### src/rtl/display_board_pkg.sv
// Shared types, register map and timing helpers for the display-board button scanner.
package display_board_pkg;

  typedef enum logic [2:0] {
    ST_IDLE,
    ST_LOAD,
    ST_SETTLE,
    ST_CLK_LO,
    ST_CLK_HI,
    ST_COMMIT
  } scan_state_e;

  localparam logic [1:0] REG_STATE  = 2'd0;
  localparam logic [1:0] REG_CHANGE = 2'd1;
  localparam logic [1:0] REG_IRQ_EN = 2'd2;
  localparam logic [1:0] REG_SCANS  = 2'd3;

  function automatic int unsigned half_cycles(input int unsigned clk_hz,
                                              input int unsigned shift_hz);
    return clk_hz / (2 * shift_hz);
  endfunction

  function automatic int unsigned scan_cycles(input int unsigned clk_hz,
                                              input int unsigned scan_hz);
    return clk_hz / scan_hz;
  endfunction

endpackage

### src/rtl/display_button_debounce.sv
// Word-level debouncer: commits the raw scan word after DEBOUNCE_SCANS identical scans.
module display_button_debounce #(
  parameter int unsigned NBITS          = 16,
  parameter int unsigned DEBOUNCE_SCANS = 4
) (
  input  logic             clk,
  input  logic             rst_n,
  input  logic [NBITS-1:0] raw,
  input  logic             commit,
  output logic [NBITS-1:0] state,
  output logic [NBITS-1:0] changed_c
);

  localparam int unsigned SW = (DEBOUNCE_SCANS > 1) ? $clog2(DEBOUNCE_SCANS) : 1;
  localparam logic [SW-1:0] STABLE_MAX = SW'(DEBOUNCE_SCANS - 1);

  logic [NBITS-1:0] prev_raw_q;
  logic [SW-1:0]    stable_q;
  logic [SW-1:0]    stable_d;
  logic             take_c;

  // Saturating count of consecutive identical scans
  always_comb begin
    stable_d = '0;
    if (raw == prev_raw_q) begin
      stable_d = (stable_q == STABLE_MAX) ? STABLE_MAX : stable_q + SW'(1);
    end
  end

  assign take_c    = commit && (stable_d == STABLE_MAX);
  assign changed_c = take_c ? (state ^ raw) : '0;

  always_ff @(posedge clk or negedge rst_n) begin
    if (!rst_n) begin
      prev_raw_q <= '0;
      stable_q   <= '0;
      state      <= '0;
    end else if (commit) begin
      prev_raw_q <= raw;
      stable_q   <= stable_d;
      if (take_c) state <= raw;
    end
  end

endmodule

### src/rtl/display_button_scanner.sv
// Scans the display-board PISO button chain, debounces it and exposes it over Avalon-MM with IRQ.
module display_button_scanner
  import display_board_pkg::*;
#(
  parameter int unsigned CLK_HZ         = 50_000_000,
  parameter int unsigned SHIFT_HZ       = 1_000_000,
  parameter int unsigned SCAN_HZ        = 1_000,
  parameter int unsigned NBITS          = 16,
  parameter int unsigned DEBOUNCE_SCANS = 4,
  parameter int unsigned ACTIVE_LOW     = 1
) (
  input  logic             clk_clk,
  input  logic             reset_reset_n,
  output logic             shift_clkin,
  output logic             shift_load,
  input  logic             shift_out,
  input  logic [1:0]       avs_address,
  input  logic             avs_read,
  output logic [31:0]      avs_readdata,
  input  logic             avs_write,
  input  logic [31:0]      avs_writedata,
  output logic             irq,
  output logic [NBITS-1:0] buttons
);

  localparam int unsigned HALF        = half_cycles(CLK_HZ, SHIFT_HZ);
  localparam int unsigned SCAN_CYCLES = scan_cycles(CLK_HZ, SCAN_HZ);
  localparam int unsigned BW          = (NBITS > 1) ? $clog2(NBITS) : 1;

  generate
    if (HALF < 1 || NBITS < 1 || NBITS > 32 || DEBOUNCE_SCANS < 1 ||
        (2 + 2 * NBITS) * HALF >= SCAN_CYCLES) begin : g_bad_cfg
      $error("display_button_scanner: scan does not fit in the scan period");
    end
  endgenerate

  scan_state_e      state_q, state_d;
  logic [31:0]      timer_q;
  logic [31:0]      hcnt_q, hcnt_d;
  logic [BW-1:0]    bitcnt_q, bitcnt_d;
  logic [NBITS-1:0] shreg_q, shreg_d;
  logic             shift_clkin_d, shift_load_d;
  logic             tick_c, half_done_c, commit_c;
  logic [NBITS-1:0] raw_c, chg_c, w1c_c;
  logic [NBITS-1:0] change_q, irq_en_q;
  logic [31:0]      scan_count_q;
  logic [31:0]      rd_mux_c;
  logic             unused_wdata;

  assign tick_c       = (timer_q == SCAN_CYCLES - 1);
  assign half_done_c  = (hcnt_q == HALF - 1);
  assign commit_c     = (state_q == ST_COMMIT);
  assign raw_c        = (ACTIVE_LOW != 0) ? ~shreg_q : shreg_q;
  assign unused_wdata = ^avs_writedata;

  // Scan sequencer: every non-idle phase except COMMIT lasts HALF cycles
  always_comb begin
    state_d  = state_q;
    hcnt_d   = hcnt_q + 32'd1;
    bitcnt_d = bitcnt_q;
    shreg_d  = shreg_q;
    case (state_q)
      ST_IDLE: begin
        hcnt_d = '0;
        if (tick_c) state_d = ST_LOAD;
      end
      ST_LOAD: if (half_done_c) begin
        state_d = ST_SETTLE;
        hcnt_d  = '0;
      end
      ST_SETTLE: if (half_done_c) begin
        state_d  = ST_CLK_LO;
        hcnt_d   = '0;
        bitcnt_d = '0;
      end
      ST_CLK_LO: if (half_done_c) begin
        state_d = ST_CLK_HI;
        hcnt_d  = '0;
        shreg_d = NBITS'({shreg_q, shift_out});
      end
      ST_CLK_HI: if (half_done_c) begin
        hcnt_d   = '0;
        bitcnt_d = bitcnt_q + BW'(1);
        state_d  = (bitcnt_q == BW'(NBITS - 1)) ? ST_COMMIT : ST_CLK_LO;
      end
      ST_COMMIT: begin
        state_d = ST_IDLE;
        hcnt_d  = '0;
      end
      default: begin
        state_d = ST_IDLE;
        hcnt_d  = '0;
      end
    endcase
    shift_load_d  = (state_d != ST_LOAD);
    shift_clkin_d = (state_d == ST_CLK_HI);
  end

  always_ff @(posedge clk_clk or negedge reset_reset_n) begin
    if (!reset_reset_n) begin
      state_q     <= ST_IDLE;
      timer_q     <= '0;
      hcnt_q      <= '0;
      bitcnt_q    <= '0;
      shreg_q     <= '0;
      shift_clkin <= 1'b0;
      shift_load  <= 1'b1;
    end else begin
      state_q     <= state_d;
      timer_q     <= tick_c ? '0 : timer_q + 32'd1;
      hcnt_q      <= hcnt_d;
      bitcnt_q    <= bitcnt_d;
      shreg_q     <= shreg_d;
      shift_clkin <= shift_clkin_d;
      shift_load  <= shift_load_d;
    end
  end

  display_button_debounce #(
    .NBITS          (NBITS),
    .DEBOUNCE_SCANS (DEBOUNCE_SCANS)
  ) u_debounce (
    .clk       (clk_clk),
    .rst_n     (reset_reset_n),
    .raw       (raw_c),
    .commit    (commit_c),
    .state     (buttons),
    .changed_c (chg_c)
  );

  assign w1c_c = (avs_write && avs_address == REG_CHANGE) ? avs_writedata[NBITS-1:0] : '0;

  always_comb begin
    rd_mux_c = '0;
    case (avs_address)
      REG_STATE:  rd_mux_c = 32'(buttons);
      REG_CHANGE: rd_mux_c = 32'(change_q);
      REG_IRQ_EN: rd_mux_c = 32'(irq_en_q);
      default:    rd_mux_c = scan_count_q;
    endcase
  end

  // Register file; a new change bit outranks a simultaneous clear
  always_ff @(posedge clk_clk or negedge reset_reset_n) begin
    if (!reset_reset_n) begin
      change_q     <= '0;
      irq_en_q     <= '0;
      scan_count_q <= '0;
      irq          <= 1'b0;
      avs_readdata <= '0;
    end else begin
      change_q <= (change_q & ~w1c_c) | chg_c;
      if (avs_write && avs_address == REG_IRQ_EN) irq_en_q <= avs_writedata[NBITS-1:0];
      if (commit_c) scan_count_q <= scan_count_q + 32'd1;
      irq <= |(change_q & irq_en_q);
      if (avs_read) avs_readdata <= rd_mux_c;
    end
  end

endmodule
### config.mk
export PLATFORM = sky130hd
export DESIGN_NAME = display_button_scanner
export DESIGN_NICKNAME = d
export VERILOG_FILES = /design/src/rtl/display_board_pkg.sv /design/src/rtl/display_button_debounce.sv /design/src/rtl/display_button_scanner.sv
export SDC_FILE = /design/constraint.sdc
export NUM_CORES = 1
export LEC_CHECK = 0
export CORE_MARGIN = 1.5
export CORE_UTILIZATION = 60
export CTS_BUF_LIST = sky130_fd_sc_hd__clkbuf_2
export CTS_CLUSTER_SIZE = 12
export DETAILED_ROUTE_END_ITERATION = 10
export PLACE_DENSITY_LB_ADDON = 0.3
export SYNTH_ARGS = -nofsm -noshare
export SYNTH_HDL_FRONTEND = slang
export SYNTH_SLANG_ARGS = --single-unit
### constraint.sdc
create_clock -name clk_clk -period 2.6 [get_ports clk_clk]
set_input_delay 0.52 -clock clk_clk [delete_from_list [all_inputs] [get_ports clk_clk]]
set_output_delay 0.52 -clock clk_clk [all_outputs]
set_load 0.02 [all_outputs]
==> impl_metrics.toml <==
[timing]
drv_slew = 0
relSlewSlack = 0.580
fin_skew_ns = 0.0440
hold_viol = 0
tns_ns = 0
worst_slew_pin_slew_ns = 0.628
fmax_mhz = 400
period_minus_slack_ns = 2.50
finalSetupViolCount = 0
rsz0062_at_grt = "false"
post-route-period-util = 0.962

[placed_design]
port_buffers = 73
dp_hpwl_um = 14700
gp_congestion = 0.850
placed_area_mm2 = 0.0113

[finish]
area_growth_syn_to_layout_pct = 15.4
regArea_mm2 = 0.00551
multi_input_comb_area_mm2 = 0.00441
fin_nets = 1079
drive_above_1_share = 0.168
fill_cells = 1258
finalInstanceArea_mm2 = 0.0119

[pwr]
peakVddDrop_mv = 0.283
p_per_area_mw_per_mm2 = 537
power_mw = 6.36
p_leak_nw = 5.61

[clocking]
cts_tree = "yes"
worstSkewPairLatency_ns = 0.83
cts_made_buffers = 54
ctsResizeCount = 0
root_buffer = "clkbuf_2"
cts_max_level = 2
clk_pin_slew_ns = 0.10
clock_sinks = 220
cts_buffer_depth = 3

[floorplan]
die_area_mm2 = 0.0179
die_w_um = 134
chipHeight_um = 134
start_util = 0.617
ioPinCount = 90
row_count = 47
core_mm2 = 0.0166

[setup_path]
crit_start = "u_debounce.state[12]"
crit_fanout = 4
cp.arrival_ns = 1.98
path_cells = "clkdlybuf4s50_1"
timing.rr.end = "shreg_q[1]"
cpLargestDelayFamily = "buffers and inverters"
critPathBufInv = 1
max_stage_delay_ns = 0.66
cp-end-kind = "primary output"
ff2ff_setup_slack_ns = 0.46
cp-start-kind = "flop"
slowest_stage = "clkdlybuf4s50_1"
worstReg2RegStart = "hcnt_q[2]"
required_ns = 2.08
path_class = "flop to primary output"
r2r_cells = 6

[synthesis]
yosys-top-cells-area = "dfrtp_1 53%, xor2_1 6.3%, mux2_2 4.5%"
avgSynthCellArea_um2 = 11.2
ys_ff_latch = 220
ys.warnings.count = 0
synth_seq_area_share = 0.536
netlist.top_cell.by_area = "dfrtp_1"
synth-edff-count = 0
synth_top_area_frac = 0.534
synth_area_mm2 = 0.0103
async_flop_share = 1.00
syn_inst = 918
synth_ff_type = "dfrtp_1"
synth_fp_nets = 962
ys_types = 59

[global_routing]
grt_pass1_wl_um = 35400
antenna_found_initial = 1
grt_util_all_layers = 0.248
grt_pass1_vias = 7189
grt.overflow.total = 0
grt_max_degree = 69

[route]
drt-initial-drc-count = 496
vias = 7304
drt-pass1-iter-count = 5
antenna_left = 0
wl_um = 21200
via_per_inst = 5.63
routedWlPerCell_um = 16.4
drc = 0

[status]
status = "completed"

[worst_hold_path]
hp-class = "input port to asynchronous set/reset pin"

[flow_run]
drv_cap = 0
-- flip-flops by register name, summed over array words and instances, names as in the netlist, 16 cells and up --
name                   flops
timer_q                   32
shreg_q                   16
scan_count_q              32
u_debounce.state          16
avs_readdata              32
change_q                  16
hcnt_q                    32
irq_en_q                  16
u_debounce.prev_raw_q     16
-- power breakdown --
group / internal (mW) / total (mW) / switching (mW) / leakage [nW]
sequential: 3.52 / 3.59 / 0.0727 / 3.01
clock: 0.978 / 2.33 / 1.36 / 0.373
combinational: 0.222 / 0.438 / 0.216 / 2.22
total: 4.72 / 6.36 / 1.64 / 5.61
-- cells in the final DEF (no fill, tap or decap), types with 4 or more instances in the layout --
cell               n
clkbuf_2          75
dfrtp_1          219
and3_1            16
xnor2_1           50
nand3_1           37
mux4_2            16
inv_1             47
o31ai_1            4
clkdlybuf4s50_1   72
a22o_1             4
nand2_1          110
nor4_2             5
buf_12             7
ha_1               5
mux2_2            41
buf_4             11
nor3_1             9
o21ai_0           47
nand4_1           41
mux2_4             8
nor2_1            74
clkinv_1          19
mux2i_1           16
a221oi_1           4
nor4_1            12
xor2_1            74
-- synth_stat cells (2+ instances only) --
library cell,instances
nand4_2,2
inv_1,47
xnor2_1,50
nor2b_1,2
and3_1,16
ha_1,5
o31ai_1,4
mux2_2,41
dfrtp_1,219
nand2b_1,2
nor4_2,5
o21ai_0,47
nand4_1,41
nor2_1,74
nor4_1,12
buf_6,3
nand2_1,110
mux4_2,16
nor3_2,3
or4_1,2
o211ai_1,2
and2_1,3
xor2_1,74
clkbuf_1,11
nand3b_1,2
nor3_1,9
a22o_1,4
mux2i_1,16
nand3_1,37
and4_1,2
mux2_4,8
buf_1,2
a221oi_1,4
buf_2,14
nor4b_1,3
a21oi_1,3
-- cell type report --
cell class,instances,area share
sequential,220,0.465
multi-input combinational,620,0.372
timing repair buffer,92,0.0817
clock buffer,75,0.0317
tap,220,0.0232
inverter,47,0.0149
clock inverter,22,0.0115
antenna,1,0.000211
-- worst max-delay path by stage --
| stage | cells past startpoint | to | slack, ns |
|---|---|---|---|
| final | 1 | buttons[12] | 0.1 |
| after global routing | 1 | buttons[0] | 0.05 |
| after CTS | 1 | buttons[5] | 0.06 |
| after detailed placement | 4 | avs_readdata[2] | 0.42 |
| after global placement | 4 | avs_readdata[2] | 0.42 |
| after floorplan | 7 | shreg_q[10] | 0.64 |
-- per-stage QoR --
stage	setup slack, ns	hold slack (ns)	utilization	instances
after CTS	0.0571	0.206	0.712	1296
after global placement	0.422	0.467	0.681	1198
after detailed placement	0.419	0.470	0.681	1198
after global routing	0.0457	0.232	0.712	1297
final	0.0994	0.226	0.712	1297
after floorplan	0.640	0.224	-	918
-- what timing repair did --
action | 4_1_cts | 5_1_grt
endpoints found under the hold margin | 65 | 0
hold buffers | 1 | 0
setup buffers | 0 | 0
-- logic make-up (layout without fill, tap and decap cells) --
kind of cell	after synthesis	after routing	share of synthesized area
simple gates	335	335	0.167
flops	220	220	0.536
xor+xnor	124	124	0.106
mux	81	81	0.107
buf+inv	78	236	0.0340
compound gates	75	75	0.0440
fa+ha+maj	5	5	0.00609
other cells	0	1	0
-- routing by layer --
metal,part of all wire,global-route usage
met3,0.051,0.0491
met5,0,0
met4,0.022,0.0978
met2,0.49,0.401
met1,0.44,0.334
Power figures use the tool's default switching activity.
